===== src/rtl/puc_job_scheduler_if.sv =====
// Job request/response and adapter-shape signals between requesters, the
// scheduler and the matrix adapter. Requester k owns bit k and slice [32k+31:32k].
interface puc_job_scheduler_if;
    logic [1:0]  req_valid;
    logic [1:0]  req_ready;
    logic [63:0] req_in1_rows;
    logic [63:0] req_in1_cols;
    logic [63:0] req_in2_rows;
    logic [63:0] req_in2_cols;

    logic        puc_ena;
    logic        puc_sel;
    logic [31:0] puc_in1_rows;
    logic [31:0] puc_in1_cols;
    logic [31:0] puc_in2_rows;
    logic [31:0] puc_in2_cols;
    logic [31:0] puc_out_rows;
    logic [31:0] puc_out_cols;

    logic [1:0]  rsp_valid;
    logic        rsp_err;
    logic [1:0]  rsp_ready;

    // Requester/adapter side.
    modport master (
        output req_valid, req_in1_rows, req_in1_cols, req_in2_rows, req_in2_cols,
        output rsp_ready,
        input  req_ready, rsp_valid, rsp_err,
        input  puc_ena, puc_sel,
        input  puc_in1_rows, puc_in1_cols, puc_in2_rows, puc_in2_cols,
        input  puc_out_rows, puc_out_cols
    );

    // Scheduler side.
    modport slave (
        input  req_valid, req_in1_rows, req_in1_cols, req_in2_rows, req_in2_cols,
        input  rsp_ready,
        output req_ready, rsp_valid, rsp_err,
        output puc_ena, puc_sel,
        output puc_in1_rows, puc_in1_cols, puc_in2_rows, puc_in2_cols,
        output puc_out_rows, puc_out_cols
    );
endinterface


===== src/rtl/puc_job_scheduler.sv =====
// Two-requester round-robin job scheduler for a matrix adapter: validates operand
// shapes, issues one enable pulse per legal job, waits LATENCY cycles and responds.
module puc_job_scheduler #(
    parameter int unsigned DWIDTH   = 16,
    parameter int unsigned MAX_ROWS = 32,
    parameter int unsigned MAX_COLS = 32,
    parameter int unsigned LATENCY  = 1
) (
    input  logic                clock,
    input  logic                reset,
    puc_job_scheduler_if.slave  bus,
    output logic                busy,
    output logic [15:0]         job_count
);

    // Data elements never pass through this block; DWIDTH only has to be sane.
    if (DWIDTH == 0 || MAX_ROWS == 0 || MAX_COLS == 0 || LATENCY == 0 || LATENCY > 255)
    begin : g_param_check
        $error("puc_job_scheduler: illegal parameter set");
    end

    typedef enum logic [1:0] {
        IDLE  = 2'd0,
        ISSUE = 2'd1,
        WAIT  = 2'd2,
        RESP  = 2'd3
    } state_t;

    state_t      state;
    state_t      state_next;

    logic [7:0]  wait_cnt;
    logic        rr_ptr;
    logic        sel_q;
    logic        err_q;
    logic [31:0] in1_rows_q;
    logic [31:0] in1_cols_q;
    logic [31:0] in2_rows_q;
    logic [31:0] in2_cols_q;

    logic        any_req;
    logic        grant;
    logic        take_job;
    logic        rsp_done;
    logic [31:0] g_in1_rows;
    logic [31:0] g_in1_cols;
    logic [31:0] g_in2_rows;
    logic [31:0] g_in2_cols;
    logic        g_illegal;

    assign any_req  = |bus.req_valid;
    assign take_job = (state == IDLE) && any_req;
    assign rsp_done = (state == RESP) && bus.rsp_ready[sel_q];

    // Round-robin pick and shape mux for the candidate requester.
    always_comb begin
        grant      = bus.req_valid[rr_ptr] ? rr_ptr : ~rr_ptr;
        g_in1_rows = grant ? bus.req_in1_rows[63:32] : bus.req_in1_rows[31:0];
        g_in1_cols = grant ? bus.req_in1_cols[63:32] : bus.req_in1_cols[31:0];
        g_in2_rows = grant ? bus.req_in2_rows[63:32] : bus.req_in2_rows[31:0];
        g_in2_cols = grant ? bus.req_in2_cols[63:32] : bus.req_in2_cols[31:0];
    end

    always_comb begin
        g_illegal = 1'b0;
        if (g_in1_rows == 32'd0 || g_in1_cols == 32'd0 ||
            g_in2_rows == 32'd0 || g_in2_cols == 32'd0) begin
            g_illegal = 1'b1;
        end
        if (g_in1_rows > 32'(MAX_ROWS) || g_in2_rows > 32'(MAX_ROWS)) begin
            g_illegal = 1'b1;
        end
        if (g_in1_cols > 32'(MAX_COLS) || g_in2_cols > 32'(MAX_COLS)) begin
            g_illegal = 1'b1;
        end
        if (g_in1_cols != g_in2_rows) begin
            g_illegal = 1'b1;
        end
    end

    // State register.
    // NOTE: sequential state uses <= so every flop samples pre-edge values.
    always_ff @(posedge clock) begin
        if (reset) begin
            state <= IDLE;
        end else begin
            state <= state_next;
        end
    end

    // Next-state logic.
    // NOTE: default assignment first so no path leaves state_next unassigned (no latch).
    always_comb begin
        state_next = state;
        unique case (state)
            IDLE: begin
                if (any_req) begin
                    state_next = g_illegal ? RESP : ISSUE;
                end
            end
            ISSUE: begin
                state_next = WAIT;
            end
            WAIT: begin
                if (wait_cnt <= 8'd1) begin
                    state_next = RESP;
                end
            end
            RESP: begin
                if (bus.rsp_ready[sel_q]) begin
                    state_next = IDLE;
                end
            end
            default: begin
                state_next = IDLE;
            end
        endcase
    end

    // Grant bookkeeping, latched shapes, latency counter and completion count.
    always_ff @(posedge clock) begin
        if (reset) begin
            rr_ptr     <= 1'b0;
            sel_q      <= 1'b0;
            err_q      <= 1'b0;
            in1_rows_q <= 32'd0;
            in1_cols_q <= 32'd0;
            in2_rows_q <= 32'd0;
            in2_cols_q <= 32'd0;
            wait_cnt   <= 8'd0;
            job_count  <= 16'd0;
        end else begin
            if (take_job) begin
                rr_ptr     <= ~grant;
                sel_q      <= grant;
                err_q      <= g_illegal;
                in1_rows_q <= g_in1_rows;
                in1_cols_q <= g_in1_cols;
                in2_rows_q <= g_in2_rows;
                in2_cols_q <= g_in2_cols;
            end

            if (state == ISSUE) begin
                wait_cnt <= 8'(LATENCY);
            end else if (state == WAIT) begin
                wait_cnt <= wait_cnt - 8'd1;
            end

            if (rsp_done && !err_q) begin
                job_count <= job_count + 16'd1;
            end
        end
    end

    // Output logic. req_ready is masked during reset so no grant can coincide with it.
    always_comb begin
        bus.req_ready = 2'b00;
        bus.rsp_valid = 2'b00;
        bus.rsp_err   = 1'b0;
        bus.puc_ena   = 1'b0;
        busy          = 1'b1;
        unique case (state)
            IDLE: begin
                busy = 1'b0;
                if (any_req && !reset) begin
                    bus.req_ready[grant] = 1'b1;
                end
            end
            ISSUE: begin
                bus.puc_ena = 1'b1;
            end
            WAIT: begin
                bus.puc_ena = 1'b0;
            end
            RESP: begin
                bus.rsp_valid[sel_q] = 1'b1;
                bus.rsp_err          = err_q;
            end
            default: begin
                busy = 1'b1;
            end
        endcase
    end

    // Shapes and select come straight from the grant-time registers, so they
    // cannot move between one grant and the next.
    assign bus.puc_sel      = sel_q;
    assign bus.puc_in1_rows = in1_rows_q;
    assign bus.puc_in1_cols = in1_cols_q;
    assign bus.puc_in2_rows = in2_rows_q;
    assign bus.puc_in2_cols = in2_cols_q;
    assign bus.puc_out_rows = in1_rows_q;
    assign bus.puc_out_cols = in2_cols_q;

endmodule


===== src/flat_wrapper.sv =====
// flat-port wrapper written by rule: the top's interface ports become plain ports
module puc_job_scheduler_flat 
#(
    parameter int unsigned DWIDTH   = 16,
    parameter int unsigned MAX_ROWS = 32,
    parameter int unsigned MAX_COLS = 32,
    parameter int unsigned LATENCY  = 1
)
  (clock, reset, busy, job_count, bus_req_valid, bus_req_in1_rows, bus_req_in1_cols, bus_req_in2_rows, bus_req_in2_cols, bus_rsp_ready, bus_req_ready, bus_rsp_valid, bus_rsp_err, bus_puc_ena, bus_puc_sel, bus_puc_in1_rows, bus_puc_in1_cols, bus_puc_in2_rows, bus_puc_in2_cols, bus_puc_out_rows, bus_puc_out_cols);
  puc_job_scheduler_if bus_i ();
  input  logic clock;
  input  logic reset;
  output logic busy;
  output logic [15:0] job_count;
  input wire logic [$bits(bus_i.req_valid)-1:0] bus_req_valid;
  input wire logic [$bits(bus_i.req_in1_rows)-1:0] bus_req_in1_rows;
  input wire logic [$bits(bus_i.req_in1_cols)-1:0] bus_req_in1_cols;
  input wire logic [$bits(bus_i.req_in2_rows)-1:0] bus_req_in2_rows;
  input wire logic [$bits(bus_i.req_in2_cols)-1:0] bus_req_in2_cols;
  input wire logic [$bits(bus_i.rsp_ready)-1:0] bus_rsp_ready;
  output wire logic [$bits(bus_i.req_ready)-1:0] bus_req_ready;
  output wire logic [$bits(bus_i.rsp_valid)-1:0] bus_rsp_valid;
  output wire logic [$bits(bus_i.rsp_err)-1:0] bus_rsp_err;
  output wire logic [$bits(bus_i.puc_ena)-1:0] bus_puc_ena;
  output wire logic [$bits(bus_i.puc_sel)-1:0] bus_puc_sel;
  output wire logic [$bits(bus_i.puc_in1_rows)-1:0] bus_puc_in1_rows;
  output wire logic [$bits(bus_i.puc_in1_cols)-1:0] bus_puc_in1_cols;
  output wire logic [$bits(bus_i.puc_in2_rows)-1:0] bus_puc_in2_rows;
  output wire logic [$bits(bus_i.puc_in2_cols)-1:0] bus_puc_in2_cols;
  output wire logic [$bits(bus_i.puc_out_rows)-1:0] bus_puc_out_rows;
  output wire logic [$bits(bus_i.puc_out_cols)-1:0] bus_puc_out_cols;
  assign bus_i.req_valid = bus_req_valid;
  assign bus_i.req_in1_rows = bus_req_in1_rows;
  assign bus_i.req_in1_cols = bus_req_in1_cols;
  assign bus_i.req_in2_rows = bus_req_in2_rows;
  assign bus_i.req_in2_cols = bus_req_in2_cols;
  assign bus_i.rsp_ready = bus_rsp_ready;
  assign bus_req_ready = bus_i.req_ready;
  assign bus_rsp_valid = bus_i.rsp_valid;
  assign bus_rsp_err = bus_i.rsp_err;
  assign bus_puc_ena = bus_i.puc_ena;
  assign bus_puc_sel = bus_i.puc_sel;
  assign bus_puc_in1_rows = bus_i.puc_in1_rows;
  assign bus_puc_in1_cols = bus_i.puc_in1_cols;
  assign bus_puc_in2_rows = bus_i.puc_in2_rows;
  assign bus_puc_in2_cols = bus_i.puc_in2_cols;
  assign bus_puc_out_rows = bus_i.puc_out_rows;
  assign bus_puc_out_cols = bus_i.puc_out_cols;
  puc_job_scheduler #(.DWIDTH(DWIDTH), .MAX_ROWS(MAX_ROWS), .MAX_COLS(MAX_COLS), .LATENCY(LATENCY)) u_core (.clock(clock), .reset(reset), .bus(bus_i), .busy(busy), .job_count(job_count));
endmodule

===== config.mk =====
export PLATFORM = sky130hd
export DESIGN_NAME = puc_job_scheduler_flat
export DESIGN_NICKNAME = d
export VERILOG_FILES = /design/src/rtl/puc_job_scheduler_if.sv /design/src/rtl/puc_job_scheduler.sv /design/src/flat_wrapper.sv
export SDC_FILE = /design/constraint.sdc
export NUM_CORES = 1
export LEC_CHECK = 0
export CAP_MARGIN = 20
export CORE_AREA = 2 2 188 190
export CTS_CLUSTER_DIAMETER = 100
export DETAILED_ROUTE_END_ITERATION = 10
export DIE_AREA = 0 0 190 192
export PLACE_DENSITY = 0.69
export RECOVER_POWER = 50
export SETUP_SLACK_MARGIN = 0.05
export SLEW_MARGIN = 10
export SYNTH_ARGS = -nofsm -noshare
export SYNTH_HDL_FRONTEND = slang
export SYNTH_SLANG_ARGS = --single-unit

===== constraint.sdc =====
create_clock -name clock -period 2.1 [get_ports clock]
set_input_delay 0.42 -clock clock [delete_from_list [all_inputs] [get_ports clock]]
set_output_delay 0.42 -clock clock [all_outputs]
set_load 0.03 [all_outputs]

### Word-level counts from Yosys, hierarchy flattened

Cells that the tools add are included.

| storage, ports and cells | value |
|---|---|
| register bits | 157 |
| bits in latches | 0 |
| memory bits (writable) | 0 |
| memory bits (read-only) | 0 |
| input port bits | 262 |
| output and inout bits | 216 |
| word-level logic and storage cells | 84 |
| memories kept | 0 |

| cells by class | value |
|---|---|
| add/subtract/negate cells | 2 |
| multiply operators | 0 |
| div/mod/pow operators | 0 |
| order comparisons | 10 |
| eq/ne operators | 7 |
| shift-type cells | 0 |
| mux-type cells | 30 |
| bitwise gates (word level) | 2 |
| reduce and logical (&&, ||, !) cells | 22 |

Operators with widths:

| cell | number |
|---|---|
| > comparator 32 x 6 -> 1 bit, second input constant | 4 |
| logical NOT 32 bit | 4 |
| 2-to-1 mux 32 bit | 4 |
| != test 32 bit | 1 |
| adder 16 x 1 -> 16 bit, second input constant | 1 |
| 2-to-1 mux 1 bit | 16 |
| 2-to-1 mux 2 bit | 7 |
| less-or-equal comparator 8 x 1 -> 1 bit, second input constant | 1 |
| one-hot mux 2 bit (4 select lines) | 1 |
| subtractor 8 x 1 -> 8 bit, second input constant | 1 |
| logical AND 1 bit | 6 |
| less-than comparator 1 x 2 -> 1 bit, second input constant | 3 |
| logical OR 1 bit | 5 |
| == test 2 bit, second input constant | 2 |
| != test 2 x 1 -> 1 bit, second input constant | 2 |
| OR reduction 2 bit | 2 |
| AND reduction 3 bit | 1 |
| demux 1 bit (select 1 bit) | 2 |
| == test 2 x 1 -> 1 bit, second input constant | 1 |
| >= comparator 1 bit, second input constant | 2 |
| logical NOT 1 bit | 2 |
| logical NOT 2 bit | 1 |
| != test 2 bit, second input constant | 1 |
| inverter 1 bit | 2 |
| nonzero test 2 bit | 1 |

### Logic depth before layout (Yosys ltp)

Gate-level depths: netlist (run 1).

| logic depth | value |
|---|---|
| depth after elaboration | 15 |
| mapped depth | 8 |
| mapped depth without buffers | 7 |

### Worst setup path before layout (run 1)

OpenSTA, ideal clock, no wires.

| timing | value |
|---|---|
| path kind | reg2out |
| from | reg u_core.rr_ptr |
| to | out bus_req_ready[0] |
| arrival | 1.835 ns |
| data required time | 1.680 ns |
| setup slack | -0.155 ns |
| stages on the path, launching flop included | 5 |
| cells stage by stage | dfxtp_1 > mux2_2 > buf_2 > buf_1 > nor3_1 |

| between the ends | value |
|---|---|
| word-level cells in the longest chain between the ends | 9 |
| elaborated cells on any way between the ends | 11 |

RTL lines:

| what | line | RTL |
|---|---|---|
| start: declaration | puc_job_scheduler.sv:33 | `logic rr_ptr;` |
| start signal: assignment | puc_job_scheduler.sv:134 | `rr_ptr <= ~grant;` |
| 2-to-1 mux 1 bit (not written as such) (2 in a row) | puc_job_scheduler.sv:57 | `grant = bus.req_valid[rr_ptr] ? rr_ptr : ~rr_ptr;` |
| 2-to-1 mux 1 bit (*) | puc_job_scheduler.sv:57 |  |
| less-than comparator 1 x 2 -> 1 bit (not written as such) / >= comparator 1 bit (equally long branches) | puc_job_scheduler.sv:166 | `bus.req_ready[grant] = 1'b1;` |
| logical AND 1 bit (not written as such) | puc_job_scheduler.sv:166 |  |
| 2-to-1 mux 1 bit (not written as such) | puc_job_scheduler.sv:166 |  |
| demux 1 bit (select 1 bit) (*) | - |  |
| 2-to-1 mux 2 bit (*) | puc_job_scheduler.sv:165 | `if (any_req && !reset) begin` |
| 2-to-1 mux 2 bit (*) | puc_job_scheduler.sv:162 | `unique case (state)` |
| end: declaration | flat_wrapper.sv:21 | `output wire logic [$bits(bus_i.req_ready)-1:0] bus_req_ready;` |

Mark *: on every way between the ends. The rest lies on a longest branch, timed or not. The select of a mux whose other input is x is not followed.

### Worst setup path in the final report (run 1)

| timing | value |
|---|---|
| from | in bus_req_in1_cols[9] |
| to | reg u_core.err_q |

| between the ends | value |
|---|---|
| word-level cells in the longest chain between the ends | 9 |
| elaborated cells on any way between the ends | 12 |

RTL lines:

| what | line | RTL |
|---|---|---|
| start: declaration | flat_wrapper.sv:17 | `input wire logic [$bits(bus_i.req_in1_cols)-1:0] bus_req_in1_cols;` |
| 2-to-1 mux 32 bit (*) | puc_job_scheduler.sv:59 | `g_in1_cols = grant ? bus.req_in1_cols[63:32] : bus.req_in1_cols[31:0];` |
| parallel branches: the longest is 7 deep, another holds > comparator 32 x 6 -> 1 bit | - |  |
| 2-to-1 mux 1 bit (*) | puc_job_scheduler.sv:76 | `if (g_in1_cols != g_in2_rows) begin` |
| end signal: assignment | puc_job_scheduler.sv:136 | `err_q <= g_illegal;` |
| end: declaration | puc_job_scheduler.sv:35 | `logic err_q;` |

Every way passes the cells marked *.
A chain may end at the register's enable or synchronous reset.

==> run_results.csv, run 1 <==
group,metric,value,unit
timing,setup_viol_count_final,4,
finish,final_cells,2192,
timing,hold_violations,0,
finish,drive_gt1_frac,0.207,
global_routing,antenna_found_initial,7,
status,violations,"negative setup slack",
pwr,finalPower,18.9,mW
yosys,netlist_area,8620,um2
critical_path,critical_path_required,2.42,ns
global_routing,grt_overflow,0,
global_routing,grt_pass1_vias,10800,
placed_design,portBuffers,477,
global_routing,grt_start_max_net_pins,89,
finish,finalInstanceArea,16400,um2
critical_path,cp-end-kind,"flop",
global_routing,grt_use_total,0.260,
detailed_routing,ant_nets,0,
floorplan,coreArea,34300,um2
yosys,syn_inst,1135,
pwr,power_density,1150,nW/um2
timing,slew_viol_final,0,
min_path,hold_class,"primary input to flop",
floorplan,initial_utilization,0.251,
floorplan,io_pins,478,
timing,setup_slack,-0.192,ns
yosys,syn_nets,1404,
floorplan,die_w,190,um
critical_path,cp_max_fo,3,
cts,numCtsBuffers,17,
timing,slew_headroom,0.517,
yosys,async_reset_ff_frac,0,
yosys,yosys_register_bits,157,
timing,rsz0062_at_grt,"true",
finish,fillers,3268,
placed_design,place_area,14900,um2
cts,htreeDepth,4,
floorplan,core.rowCount,68,
finish,seq_area,3150,um2
detailed_routing,wirelength,49600,um
timing,finalCritPeriodShare,1.09,
cts,cts_num_sinks,157,
critical_path,path_class,"primary input to flop",
placed_design,dp_hpwl,39200,um
global_routing,grt_first_pass_wirelength,69200,um
finish,multi_input_area,5330,um2
critical_path,path_buf_inv,3,
critical_path,cp_top_family,"simple AND/OR/NAND/NOR gates",
finish,fin_nets,1986,
yosys,synthDistinctLibCells,48,
cts,clk_path_buf_depth,2,
cts,cts-root-buf,"clkbuf_16",
cts,cts_tree,"done",
placed_design,numPlacedInstances,2131,
yosys,synth_edf_count,0,
floorplan,die_area,36500,um2
critical_path,cp_cell_sequence,"clkdlybuf4s50_1 > nor4_1 > buf_4 > nand2_1 > nor4_1 > o22ai_2 > nor4_4 > buf_4 > a211oi_2",
yosys,synth-seq-area-share,0.364,
critical_path,start_kind,"primary input",
detailed_routing,routed-via-count,11000,
pwr,power.leakage,6.63,nW
cts,cts.clk_slew.worst_paths,0.07,ns
critical_path,critical-path-max-stage-delay,0.56,ns
detailed_routing,drt_iter0_drc,776,
detailed_routing,via_per_inst,5.01,
timing,max_slew.worst_pin.slew,0.714,ns
pwr,ir_drop,0.000638,V
yosys,synth_area_per_cell,7.60,um2
detailed_routing,avgRoutedWirePerCell,22.6,um
timing,max_clock_freq,0.436,GHz
cts,clock_latency,0.45,ns
status,status,"complete, but fails checks",
detailed_routing,drt_first_pass_iters,5,
critical_path,slowest_stage,"clkdlybuf4s50_1",
critical_path,cp.arrival,2.61,ns
detailed_routing,drc,0,
finish,area.growth.synth_to_final,90.2,%
floorplan,die_y,192,um
yosys,yosys_warnings,0,
job,maxCapViolCount,0,
timing,fin_crit,2.29,ns
timing,fin_worst_skew,0.0105,ns
yosys,synth_ff_type,"dfxtp_1",
placed_design,gp_congestion,0.920,
==> report_power, final <==
| part | internal (mW) | switching (mW) | leakage [nW] | total (mW) |
|---|---|---|---|---|
| Combinational | 4.58 | 6.33 | 5.05 | 10.9 |
| Clock | 1.72 | 1.46 | 0.281 | 3.17 |
| Sequential | 3.96 | 0.803 | 1.30 | 4.76 |
| Total | 10.3 | 8.59 | 6.63 | 18.9 |
==> worst paths after layout <==
| kind | to | start | slack (ns) | cells past startpoint |
|---|---|---|---|---|
| worst max register to register | u_core.err_q$_SDFFE_PP0P_ | u_core.rr_ptr$_SDFFE_PP0P_ | -0.13 | 7 |
| worst max-delay path | u_core.err_q$_SDFFE_PP0P_ | bus_req_in1_cols[9] | -0.19 | 9 |
| worst min register to register | u_core.bus.puc_in2_rows[21]$_SDFFE_PP0P_ | u_core.bus.puc_in2_rows[21]$_SDFFE_PP0P_ | 0.50 | 2 |
| worst min-delay path | u_core.bus.puc_in1_rows[4]$_SDFFE_PP0P_ | bus_req_in1_rows[36] | 0.27 | 3 |
==> cell families after synthesis <==
kind of cell	share of synthesized area
xor gates and xnor gates	0.0741
and+or+nand+nor	0.289
buffers and inverters	0.0971
muxes	0.00624
adders and majority gates	0.0102
DFF	0.364
AOI/OAI and AO/OA	0.159
==> state kept, by name, summed over array words and instances, names as in the netlist <==
signal                   count
u_core.bus.puc_in2_cols     32
u_core.err_q                 1
u_core.wait_cnt              8
u_core.rr_ptr                1
u_core.bus.puc_in1_cols     32
u_core.bus.puc_in2_rows     32
u_core.state                 2
u_core.bus.puc_sel           1
u_core.job_count            16
u_core.bus.puc_in1_rows     32
==> synth_stat cells (7+ instances only) <==
| cell type | instances | area share |
|---|---|---|
| xor2_1 | 31 | 0.031 |
| buf_4 | 64 | 0.056 |
| dfxtp_1 | 157 | 0.36 |
| nor4_1 | 60 | 0.044 |
| nand4_1 | 21 | 0.015 |
| nor2_1 | 172 | 0.075 |
| nand2_1 | 275 | 0.12 |
| ha_1 | 7 | 0.010 |
| xnor2_1 | 42 | 0.043 |
| nor3_1 | 17 | 0.0099 |
| inv_1 | 12 | 0.0052 |
| a21oi_1 | 8 | 0.0046 |
| a311oi_1 | 128 | 0.13 |
| buf_2 | 15 | 0.0087 |
| buf_1 | 8 | 0.0035 |
| clkbuf_1 | 52 | 0.023 |
==> placed cells by master, fill, tap and decap left out, drive strengths merged, types with 27 or more instances in the layout <==
cell type,netlist,layout
buf,87,231
clkdlybuf4s50,0,369
dfxtp,157,157
xor2,31,31
nor4,61,61
nor2,172,172
a311oi,128,128
xnor2,42,42
dlygate4sd2,0,62
dlymetal6s2s,0,27
nand2,275,275
==> per-layer routing <==
metal / global-route usage / up-vias / routed length, um
met5: 0 / - / 28
met4: 0.0945 / 4 / 1430
met3: 0.0658 / 73 / 4200
met2: 0.457 / 546 / 24300
met1: 0.304 / 5211 / 19600
li1: - / 5140 / -
==> worst reg2reg max path: cells and delay by family (launching register included) <==
| family | cells | cell delay, ns |
|---|---|---|
| compound gates | 2 | 0.16 |
| simple gates | 3 | 0.97 |
| buf+inv | 1 | 0.17 |
| mux | 1 | 0.42 |
| flops | 1 | 0.38 |
==> cell type report <==
type | instances | area share
Sequential cell | 157 | 0.192
Multi-Input combinational cell | 825 | 0.325
Antenna cell | 7 | 0.00107
Tap cell | 455 | 0.0347
Timing Repair Buffer | 703 | 0.409
Inverter | 13 | 0.00298
Clock buffer | 19 | 0.0276
Clock inverter | 13 | 0.00786
==> repair_timing <==
action                                  4_1_cts  5_1_grt
setup buffers                                13        7
endpoints found under the setup margin       76       40
pin swaps                                    32       21
gates resized for setup                     199       74
hold buffers                                  0        0
gates cloned                                  2        1
==> per-stage QoR <==
step / TNS (ns) / hold WS, ns / util / worst slack (ns)
2_1_floorplan: -0.139 / 0.457 / - / -0.0786
3_3_place_gp: -46.75 / 0.472 / 0.433 / -0.948
3_5_place_dp: -53.14 / 0.490 / 0.433 / -1.00
4_1_cts: -0.556 / 0.296 / 0.467 / -0.175
5_1_grt: -0.889 / 0.258 / 0.478 / -0.249
6_report: -0.646 / 0.272 / 0.478 / -0.192
Power figures use the tool's default switching activity.
==> run 2, diff against run 1 <==
- CTS_BUF_LIST: not set -> sky130_fd_sc_hd__clkbuf_4 sky130_fd_sc_hd__clkbuf_8
==> run_results.csv, run 2 (synthesis gave the netlist of run 1 again) <==
group,metric,value,unit
critical_path,start_kind,"primary input",
status,violations,"negative setup slack",
timing,setup_slack,-0.235,ns
detailed_routing,drc,0,
min_path,hold_class,"primary input to flop",
timing,hold_violations,0,
cts,htreeDepth,4,
global_routing,grt_pass1_vias,10700,
finish,seq_area,3150,um2
finish,area.growth.synth_to_final,79.2,%
finish,multi_input_area,5040,um2
detailed_routing,routed-via-count,10900,
global_routing,grt_overflow,0,
min_path,hold_end,"u_core.bus.puc_in2_cols[13]$_SDFFE_PP0P_",
status,status,"complete, but fails checks",
critical_path,critical_path_required,2.48,ns
detailed_routing,wirelength,48800,um
floorplan,die_y,192,um
critical_path,path_class,"primary input to flop",
critical_path,cp-end-kind,"flop",
finish,fin_nets,1977,
finish,utilization,0.451,
timing,rsz0062_at_grt,"true",
global_routing,grt_first_pass_wirelength,68400,um
floorplan,initial_utilization,0.251,
cts,clock_latency,0.51,ns
timing,setup_tns,-5.09,ns
timing,max_clock_freq,0.428,GHz
critical_path,reg2reg_slack,-0.21,ns
critical_path,cp.arrival,2.71,ns
floorplan,core.rowCount,68,
pwr,pwr-share-clk,0.138,
cts,cts.clk_slew.worst_paths,0.10,ns
cts,cts-root-buf,"clkbuf_8",
placed_design,place_area,14900,um2
cts,cts_num_sinks,157,
timing,fin_worst_skew,0.0176,ns
timing,finalCritPeriodShare,1.11,
finish,mostFrequentLayoutCell,"clkdlybuf4s50_1",
placed_design,gp_congestion,0.920,
floorplan,die_area,36500,um2
detailed_routing,drt_first_pass_iters,5,
detailed_routing,avgRoutedWirePerCell,22.4,um
detailed_routing,drt_iter0_drc,838,
floorplan,coreArea,34300,um2
pwr,p_sw_frac,0.483,
job,maxCapViolCount,0,
pwr,p_sw,8.39,mW
min_path,hold_depth,3,
critical_path,reg2reg_depth,8,
detailed_routing,via_per_inst,5.00,
finish,fillers,3417,
finish,final_cell_mix,"clkdlybuf4s50_1 (330), nand2_1 (274), buf_4 (191), nor2_1 (168), dfxtp_1 (155)",
timing,max_slew.worst_pin.slew,0.714,ns
timing,slew_viol_final,0,
floorplan,die_w,190,um
placed_design,portBuffers,477,
critical_path,reg2reg_from,"u_core.rr_ptr$_SDFFE_PP0P_",
global_routing,antenna_found_initial,3,
pwr,p_int,8.98,mW
critical_path,cp_max_fo,2,
finish,drive_gt1_frac,0.183,
timing,slew_headroom,0.517,
finish,finalInstanceArea,15500,um2
critical_path,r2r_end,"u_core.err_q$_SDFFE_PP0P_",
global_routing,grt_start_max_net_pins,89,
cts,numCtsBuffers,17,
pwr,finalPower,17.4,mW
pwr,power_frac_seq,0.273,
placed_design,pre_cts_slack,-1.00,ns
floorplan,io_pins,478,
pwr,power_density,1120,nW/um2
detailed_routing,ant_nets,0,
placed_design,dp_hpwl,39200,um
timing,fin_crit,2.33,ns
cts,hold_buffers,0,
min_path,hp-start,"bus_req_in2_cols[45]",
cts,cts_tree,"done",
pwr,power.leakage,6.19,nW
cts,clk_path_buf_depth,2,
global_routing,grt_use_total,0.257,
pwr,ir_drop,0.000550,V
timing,setup_viol_count_final,112,
pwr,pwr-share-comb,0.589,
## run 2: cell types whose count changed in the layout (fill, tap and decap cells not counted), moves of 4 or more
cell / delta
clkbuf_1: +43
clkbuf_16: -17
buf_6: -6
buf_4: -4
dlygate4sd2_1: +30
clkdlybuf4s15_1: -6
nor4_1: +14
clkdlybuf4s50_1: -39
diode_2: -5
clkbuf_8: +18
dlymetal6s2s_1: -23
nor4_4: -12
## run 2: layout make-up
class	instances	share of cell area
multi-input cells	825	0.326
clock buffers	19	0.0169
clock inverters	13	0.00834
flip-flops and latches	157	0.204
inverters	13	0.00332
diodes	2	0.000324
well taps	455	0.0368
repair buffers	694	0.404
## run 2: worst max-delay path by stage
| stage | start | end | slack [ns] | cells after the start |
|---|---|---|---|---|
| 2_1_floorplan | bus_req_in2_cols[4] | u_core.err_q$_SDFFE_PP0P_ | -0.08 | 7 |
| 3_3_place_gp | bus_req_in1_rows[41] | u_core.err_q$_SDFFE_PP0P_ | -0.95 | 10 |
| 5_1_grt | u_core.rr_ptr$_SDFFE_PP0P_ | u_core.err_q$_SDFFE_PP0P_ | -0.31 | 7 |
| 4_1_cts | u_core.rr_ptr$_SDFFE_PP0P_ | u_core.err_q$_SDFFE_PP0P_ | -0.20 | 9 |
| 6_report | bus_req_in1_cols[2] | u_core.err_q$_SDFFE_PP0P_ | -0.23 | 11 |
| 3_5_place_dp | bus_req_in1_cols[19] | u_core.err_q$_SDFFE_PP0P_ | -1.00 | 9 |
## run 2: what timing repair did
item	4_1_cts	5_1_grt
resized for setup	192	72
pin swaps	20	8
setup buffers	8	5
cloned	0	1
setup endpoints to repair	121	105
## run 2: layer usage
metal	vias to the layer above	GRT usage	wire, um
li1	5122	-	-
met1	5139	0.304	19400
met2	548	0.447	23900
met3	78	0.0627	3850
met4	4	0.0987	1550
met5	-	0	24
## run 2: worst max-delay path, cell delays in order
cell,delay (ns)
dlygate4sd2_1,0.25
buf_4,0.14
or3_1,0.37
nor3_2,0.18
buf_4,0.14
xnor2_2,0.11
a32oi_2,0.16
or4_1,0.50
nor4_2,0.19
buf_4,0.18
a211oi_2,0.05
## run 2: per-stage QoR
stage               hold WS, ns  instances
floorplan                 0.457       1135
global placement          0.472       2131
detailed placement        0.490       2131
CTS                       0.230       2170
global route              0.245       2177
finish                    0.249       2178
## run 2: power by group through the flow
stage	Combinational, mW	Sequential [mW]	Clock [mW]
finish	10.2	4.74	2.39
global placement	10.3	4.76	0
global route	10.9	4.86	2.56
floorplan	4.40	6.31	0
detailed placement	10.5	4.80	0
CTS	10.4	4.74	2.45
